**src/rtl/audio_pkg.sv**
```systemverilog
// audio_pkg: definitions shared by the audio capture and playback blocks.
//   AUDIO_ADDR_W      - sample RAM address width (also the capture default)
//   AUDIO_DATA_W      - sample width in bits
//   AUDIO_NUM_SAMPLES - samples per captured buffer
//   play_state_t      - playback FSM state encoding
package audio_pkg;

  localparam int AUDIO_ADDR_W      = 11;
  localparam int AUDIO_DATA_W      = 10;
  localparam int AUDIO_NUM_SAMPLES = 2048;

  typedef enum logic [2:0] {
    IDLE,
    FETCH,
    LOAD,
    PLAYING,
    DONE
  } play_state_t;

endpackage

```
**src/rtl/play_audio_if.sv**
```systemverilog
// play_audio_if: bundles the playback block's control, RAM read and amplifier signals.
//   do_play_audio  - start pulse from the sequencer
//   did_play_audio - one-cycle completion pulse
//   read_enable    - RAM read strobe
//   mem_addr       - RAM read address
//   data_in        - RAM read data
//   audPwm         - PWM audio output
//   audSd          - amplifier enable
// Modports: master = playback block, slave = sequencer/RAM/board side.
//
// Handshake semantics: do_play_audio is a single-cycle request that is only
// honoured while the block is idle (there is no ready, extra pulses are
// dropped); did_play_audio is a single-cycle response with no back-pressure.
// The RAM read has fixed latency: data_in must be valid on the cycle after
// read_enable is high, and is not sampled at any other time.
interface play_audio_if
  import audio_pkg::*;
#(
  parameter int ADDR_W = AUDIO_ADDR_W,
  parameter int DATA_W = AUDIO_DATA_W
);

  logic              do_play_audio;
  logic              did_play_audio;
  logic              read_enable;
  logic [ADDR_W-1:0] mem_addr;
  logic [DATA_W-1:0] data_in;
  logic              audPwm;
  logic              audSd;

  modport master (
    input  do_play_audio,
    input  data_in,
    output did_play_audio,
    output read_enable,
    output mem_addr,
    output audPwm,
    output audSd
  );

  modport slave (
    output do_play_audio,
    output data_in,
    input  did_play_audio,
    input  read_enable,
    input  mem_addr,
    input  audPwm,
    input  audSd
  );

endinterface

```
**src/rtl/play_audio_pwm_gen.sv**
```systemverilog
// pwm_gen: PWM carrier and per-sample repeat counting for audio playback.
//   clk, rst   - clock and synchronous active-high reset
//   clear      - zero both counters (sample being loaded)
//   en         - carrier running (sample being played)
//   duty       - number of high cycles per carrier period
//   pwm        - PWM output, decoded from counter registers only
//   period_end - high on the last cycle of the last carrier period of a sample
module pwm_gen #(
  parameter int DATA_W         = 10,
  parameter int SAMPLE_PERIODS = 3
) (
  input  logic              clk,
  input  logic              rst,
  input  logic              clear,
  input  logic              en,
  input  logic [DATA_W-1:0] duty,
  output logic              pwm,
  output logic              period_end
);

  localparam int                REP_W    = $clog2(SAMPLE_PERIODS + 1);
  localparam logic [REP_W-1:0] REP_LAST = REP_W'(SAMPLE_PERIODS - 1);

  logic [DATA_W-1:0] pwm_cnt;
  logic [REP_W-1:0]  rep_cnt;
  logic              wrap;

  // The carrier wraps naturally at 2^DATA_W-1, so the all-ones value marks
  // the final cycle of each carrier period.
  assign wrap = &pwm_cnt;

  always_ff @(posedge clk) begin
    if (rst || clear) begin
      pwm_cnt <= '0;
      rep_cnt <= '0;
    end else if (en) begin
      pwm_cnt <= pwm_cnt + DATA_W'(1);
      if (wrap) begin
        rep_cnt <= rep_cnt + REP_W'(1);
      end
    end
  end

  assign pwm        = en && (pwm_cnt < duty);
  assign period_end = en && wrap && (rep_cnt == REP_LAST);

endmodule

```
**src/rtl/play_audio.sv**
```systemverilog
// play_audio: plays NUM_SAMPLES samples from the sample RAM out as PWM.
// A start pulse in IDLE reads each sample once (FETCH, then LOAD one cycle
// later when RAM data is valid), plays it for SAMPLE_PERIODS carrier periods
// of 2^DATA_W clocks, and pulses did_play_audio after the last sample.
//   clk       - system clock, rising edge
//   rst       - synchronous active-high reset; aborts a run silently
//   bus       - play_audio_if master modport (start/done, RAM read, PWM, amp enable)
//   dbg_state - current FSM state
// Optional build macro: PLAY_AUDIO_SIGNED_EN treats samples as two's
// complement and converts them to offset-binary duty values.
module play_audio
  import audio_pkg::*;
#(
  parameter int ADDR_W         = AUDIO_ADDR_W,
  parameter int DATA_W         = AUDIO_DATA_W,
  parameter int NUM_SAMPLES    = AUDIO_NUM_SAMPLES,
  parameter int SAMPLE_PERIODS = 3
) (
  input  logic               clk,
  input  logic               rst,
  play_audio_if.master       bus,
  output play_state_t        dbg_state
);

  localparam logic [ADDR_W-1:0] LAST_IDX = ADDR_W'(NUM_SAMPLES - 1);

  play_state_t       state;
  logic [ADDR_W-1:0] idx;
  logic [DATA_W-1:0] sample_reg;
  logic [DATA_W-1:0] duty;
  logic              read_enable_q;
  logic              did_q;
  logic              sd_q;
  logic              period_end;
  logic              pwm;

`ifdef PLAY_AUDIO_SIGNED_EN
  // Flipping the sign bit maps two's complement onto offset binary:
  // most negative -> 0, zero -> mid-scale, most positive -> full scale.
  assign duty = {~sample_reg[DATA_W-1], sample_reg[DATA_W-2:0]};
`else
  assign duty = sample_reg;
`endif

  // Outputs are registered: each transition sets the values that belong to
  // the state being entered.
  always_ff @(posedge clk) begin
    if (rst) begin
      state         <= IDLE;
      idx           <= '0;
      sample_reg    <= '0;
      read_enable_q <= 1'b0;
      did_q         <= 1'b0;
      sd_q          <= 1'b0;
    end else begin
      read_enable_q <= 1'b0;
      did_q         <= 1'b0;
      case (state)
        IDLE: begin
          if (bus.do_play_audio) begin
            idx           <= '0;
            state         <= FETCH;
            read_enable_q <= 1'b1;
            sd_q          <= 1'b1;
          end
        end
        FETCH: begin
          state <= LOAD;
        end
        LOAD: begin
          sample_reg <= bus.data_in;
          state      <= PLAYING;
        end
        PLAYING: begin
          if (period_end) begin
            if (idx == LAST_IDX) begin
              state <= DONE;
              did_q <= 1'b1;
            end else begin
              idx           <= idx + ADDR_W'(1);
              state         <= FETCH;
              read_enable_q <= 1'b1;
            end
          end
        end
        DONE: begin
          // Return idx to 0 so mem_addr reads 0 while idle.
          idx   <= '0;
          sd_q  <= 1'b0;
          state <= IDLE;
        end
        default: begin
          idx   <= '0;
          sd_q  <= 1'b0;
          state <= IDLE;
        end
      endcase
    end
  end

  pwm_gen #(
    .DATA_W         (DATA_W),
    .SAMPLE_PERIODS (SAMPLE_PERIODS)
  ) u_pwm_gen (
    .clk        (clk),
    .rst        (rst),
    .clear      (state == LOAD),
    .en         (state == PLAYING),
    .duty       (duty),
    .pwm        (pwm),
    .period_end (period_end)
  );

  assign bus.read_enable    = read_enable_q;
  assign bus.mem_addr       = idx;
  assign bus.did_play_audio = did_q;
  assign bus.audSd          = sd_q;
  assign bus.audPwm         = pwm;
  assign dbg_state          = state;

endmodule

```
**src/flat_wrapper.sv**
```systemverilog
// flat-port wrapper written by rule: the top's interface ports become plain ports
module play_audio_flat import audio_pkg::*;
#(
  parameter int ADDR_W         = AUDIO_ADDR_W,
  parameter int DATA_W         = AUDIO_DATA_W,
  parameter int NUM_SAMPLES    = AUDIO_NUM_SAMPLES,
  parameter int SAMPLE_PERIODS = 3
)
  (clk, rst, dbg_state, bus_do_play_audio, bus_data_in, bus_did_play_audio, bus_read_enable, bus_mem_addr, bus_audPwm, bus_audSd);
  play_audio_if #(.ADDR_W(ADDR_W), .DATA_W(DATA_W)) bus_i ();
  input  logic clk;
  input  logic rst;
  output play_state_t dbg_state;
  input wire logic [$bits(bus_i.do_play_audio)-1:0] bus_do_play_audio;
  input wire logic [$bits(bus_i.data_in)-1:0] bus_data_in;
  output wire logic [$bits(bus_i.did_play_audio)-1:0] bus_did_play_audio;
  output wire logic [$bits(bus_i.read_enable)-1:0] bus_read_enable;
  output wire logic [$bits(bus_i.mem_addr)-1:0] bus_mem_addr;
  output wire logic [$bits(bus_i.audPwm)-1:0] bus_audPwm;
  output wire logic [$bits(bus_i.audSd)-1:0] bus_audSd;
  assign bus_i.do_play_audio = bus_do_play_audio;
  assign bus_i.data_in = bus_data_in;
  assign bus_did_play_audio = bus_i.did_play_audio;
  assign bus_read_enable = bus_i.read_enable;
  assign bus_mem_addr = bus_i.mem_addr;
  assign bus_audPwm = bus_i.audPwm;
  assign bus_audSd = bus_i.audSd;
  play_audio #(.ADDR_W(ADDR_W), .DATA_W(DATA_W), .NUM_SAMPLES(NUM_SAMPLES), .SAMPLE_PERIODS(SAMPLE_PERIODS)) u_core (.clk(clk), .rst(rst), .bus(bus_i), .dbg_state(dbg_state));
endmodule
```
**config.mk**
```make
export PLATFORM = sky130hd
export DESIGN_NAME = play_audio_flat
export DESIGN_NICKNAME = d
export VERILOG_FILES = /design/src/rtl/audio_pkg.sv /design/src/rtl/play_audio_if.sv /design/src/rtl/play_audio_pwm_gen.sv /design/src/rtl/play_audio.sv /design/src/flat_wrapper.sv
export SDC_FILE = /design/constraint.sdc
export NUM_CORES = 1
export LEC_CHECK = 0
export BUFFER_PORTS_ARGS = -buffer_cell sky130_fd_sc_hd__buf_2
export CAP_MARGIN = 30
export CORE_UTILIZATION = 55
export DETAILED_ROUTE_END_ITERATION = 10
export PLACE_DENSITY = 0.79
export SLEW_MARGIN = 20
export SYNTH_ARGS = -nofsm -noshare
export SYNTH_HDL_FRONTEND = slang
export SYNTH_SLANG_ARGS = --single-unit
```
**constraint.sdc**
```tcl
create_clock -name clk -period 2.7 [get_ports clk]
set_clock_uncertainty 0.2 [all_clocks]
set_input_delay 0.81 -clock clk [delete_from_list [all_inputs] [get_ports clk]]
set_output_delay 0.81 -clock clk [all_outputs]
set_load 0.01 [all_outputs]
```
==> flow_metrics.env <==
export IMPL_overflow=0
export IMPL_slew_viol_final=0
export IMPL_ys_seq_elements=39
export IMPL_cts_tree="yes"
export IMPL_grt_pass1_wl_mm=6.45
export IMPL_switchingPower_uw=276
export IMPL_internal_power_uw=741
export IMPL_path_clk_slew_ps=120
export IMPL_io_pins=31
export IMPL_synth_edf_count=0
export IMPL_finalWorstSetupSlack_ps=-168
export IMPL_drtAntennaViolNets=0
export IMPL_end_kind="output port"
export IMPL_p_comb_share_pct=12.0
export IMPL_place_hpwl_mm=2.88
export IMPL_max_cap_violations=0
export IMPL_holdPathStages=2
export IMPL_synth_cells=235
export IMPL_fillers=287
export IMPL_insertion_delay_ps=350
export IMPL_core_mm2=0.00336
export IMPL_max_freq_mhz=349
export IMPL_min_period_ps=2870
export IMPL_seq_power_share_pct=59.5
export IMPL_finalCritPeriodShare_pct=106
export IMPL_critical_path_class="reg2out"
export IMPL_viasPerCell=5.49
export IMPL_worst_slew_pin_slew_ps=571
export IMPL_fp_dieH_um=61.7
export IMPL_grt_max_degree=21
export IMPL_initial_core_util_pct=58.3
export IMPL_area_delta_synth_final_pct=18.1
export IMPL_clockRootBuffer="clkbuf_4"
export IMPL_synth_ff_type="dfxtp_1"
export IMPL_grt_pass1_vias=1480
export IMPL_slowest_stage="dfxtp_2"
export IMPL_synth_async_reset_ratio_pct=0
export IMPL_synthTopCellsByArea="dfxtp_1, nor2_1, ha_1"
export IMPL_final_nets=297
export IMPL_drt_iter0_drc=58
export IMPL_synth_area_mm2=0.00196
export IMPL_drive_gt1_share_pct=24.5
export IMPL_critPathMaxFanout=2
export IMPL_antenna_found_initial=0
export IMPL_status="complete, but fails checks"
export IMPL_hold_buffers=0
export IMPL_clock_sinks=39
export IMPL_die_width_um=61.7
export IMPL_synth_most_common_cell="nor2_1"
export IMPL_ys_seq_area_share_pct=39.8
export IMPL_reg2reg_depth=7
export IMPL_p_total_mw=1.02
export IMPL_dr_pass1_iters=4
export IMPL_cts_buffers=5
export IMPL_crit_chain="inv_2, ha_4, a2111oi_4, o21ai_1, a41o_1, a211oi_2, buf_2"
export IMPL_rows=21
export IMPL_power_frac_clock_pct=28.5
export IMPL_peakVddDrop_mv=0.391
export IMPL_cp_required_ps=1690
export IMPL_hold_class="reg2reg"
export IMPL_synth_area_per_cell_um2=8.34
export IMPL_htreeDepth=2
export IMPL_yosysTopAreaCellShare_pct=39.8
export IMPL_powerDensity_mw_per_mm2=439
export IMPL_p_sw_share_pct=27.1
export IMPL_n_antenna_cell=0
export IMPL_p_leak_nw=0.987
export IMPL_yosys_warnings=0
export IMPL_die_area_mm2=0.00381
export IMPL_slew_headroom_pct=61.6
export IMPL_wl_per_cell_um=12.6
export IMPL_cts_setup_buffers=0
export IMPL_dp_slack_ps=-46.7
export IMPL_worstPathArrival_ps=1860
export IMPL_port_buffers=30
export IMPL_routed_wl_mm=4.03
export IMPL_yosysTopAreaCell="dfxtp_1"
export IMPL_yosysUniqueCellTypes=48
export IMPL_routabilityCongestion=0.842
export IMPL_drcViolationCount=0
export IMPL_grt_use_total_pct=23.2
export IMPL_violations="setup timing"
export IMPL_finalHoldViolations=0
export IMPL_via_count=1750
export IMPL_rsz0062_at_grt="yes"
export IMPL_clockBufferDepth=2
export IMPL_syn_num_nets=260
export IMPL_setup_violations=1
export IMPL_start_kind="flop"
export IMPL_reg2reg_setup_slack_ps=590
export IMPL_synth_common_cells="nor2_1, dfxtp_1, a21oi_1"
export IMPL_worst_path_largest_cell_delay_ps=340
==> power by group through the flow <==
stage	registers, mW	logic (mW)	clock network, mW
final	0.605	0.122	0.290
after global routing	0.607	0.139	0.319
after CTS	0.605	0.120	0.295
after detailed placement	0.617	0.116	0
after global placement	0.617	0.112	0
after floorplan	0.615	0.0839	0
==> flip-flops by register name, indices dropped and copies added, names as in the netlist <==
signal,flops
u_core.u_pwm_gen.pwm_cnt,10
u_core.dbg_state,3
u_core.bus.read_enable,1
u_core.bus.mem_addr,11
u_core.duty,10
u_core.bus.audSd,1
u_core.bus.did_play_audio,1
u_core.u_pwm_gen.rep_cnt,2
==> routing by layer <==
| layer | vias to the layer above | track usage (%) | share of wire [%] |
|---|---|---|---|
| li1 | 900 | - | - |
| met1 | 817 | 29.5 | 47 |
| met2 | 28 | 38.7 | 49 |
| met3 | 5 | 6.63 | 3.0 |
| met4 | 0 | 6.35 | 1.0 |
| met5 | - | 0 | 0 |
==> final cells by class <==
type	count	area (µm²)	area share, %
multi-input combinational	177	1160	50.3
clock inverter	3	15.0	0.649
inverter	10	37.5	1.62
tap	46	57.6	2.49
timing repair buffer	39	218	9.41
sequential	39	785	33.9
clock buffer	5	37.5	1.62
==> cell families after synthesis <==
group           Yosys count  share of synthesized area (%)
xor+xnor                 10                           4.47
compound gates           50                           16.7
buf+inv                  19                           3.89
mux                       1                          0.511
flops                    39                           39.8
fa+ha+maj                12                           7.66
simple gates            104                           27.0
==> stage by stage <==
step	instance area, µm²	instances	hold slack, ps	setup TNS, ps	util [%]
final	2310	319	263	-168	68.8
after global placement	2200	311	244	-28.7	65.3
after floorplan	1960	235	232	0	-
after CTS	2310	319	269	-173	68.7
after detailed placement	2200	311	255	-46.7	65.3
after global routing	2310	319	299	-273	68.8
==> path summary, 6_finish.rpt <==
path	from	to
worst max-delay path	u_core.duty[3]$_SDFFE_PP0P_	bus_audPwm
worst min-delay path	u_core.u_pwm_gen.rep_cnt[1]$_SDFFE_PP0P_	u_core.u_pwm_gen.rep_cnt[1]$_SDFFE_PP0P_
worst max register to register	u_core.bus.mem_addr[0]$_SDFFE_PP0P_	u_core.bus.mem_addr[4]$_SDFFE_PP0P_
worst min register to register	u_core.u_pwm_gen.rep_cnt[1]$_SDFFE_PP0P_	u_core.u_pwm_gen.rep_cnt[1]$_SDFFE_PP0P_
==> placed cells by master (no fill, tap or decap), types with 2 or more instances in the layout <==
cell,n
nor2_1,43
dfxtp_1,36
buf_2,30
a21oi_1,20
nand2_1,19
o21ai_0,9
ha_1,9
buf_4,9
inv_1,8
nand3_1,7
xnor2_1,5
nand4_1,5
xor2_1,5
clkbuf_4,5
and2_1,4
and3_1,4
o31ai_1,4
nand2b_1,3
a41oi_1,3
ha_4,3
clkinv_2,3
dfxtp_2,3
inv_2,2
or2_2,2
and4_1,2
a31oi_1,2
nor3_1,2
==> timing repair <==
action	in CTS	in global routing
setup endpoints to repair	1	1
gates cloned	0	0
pin swaps	2	0
gates resized for setup	14	1
==> worst max-delay path, delay by kind of cell, from the launching register on <==
family	cells	cell delay, ps
compound gates	4	760
fa+ha+maj	1	220
buf+inv	2	190
flops	1	340
No activity file was read; power rests on OpenSTA's default activity.
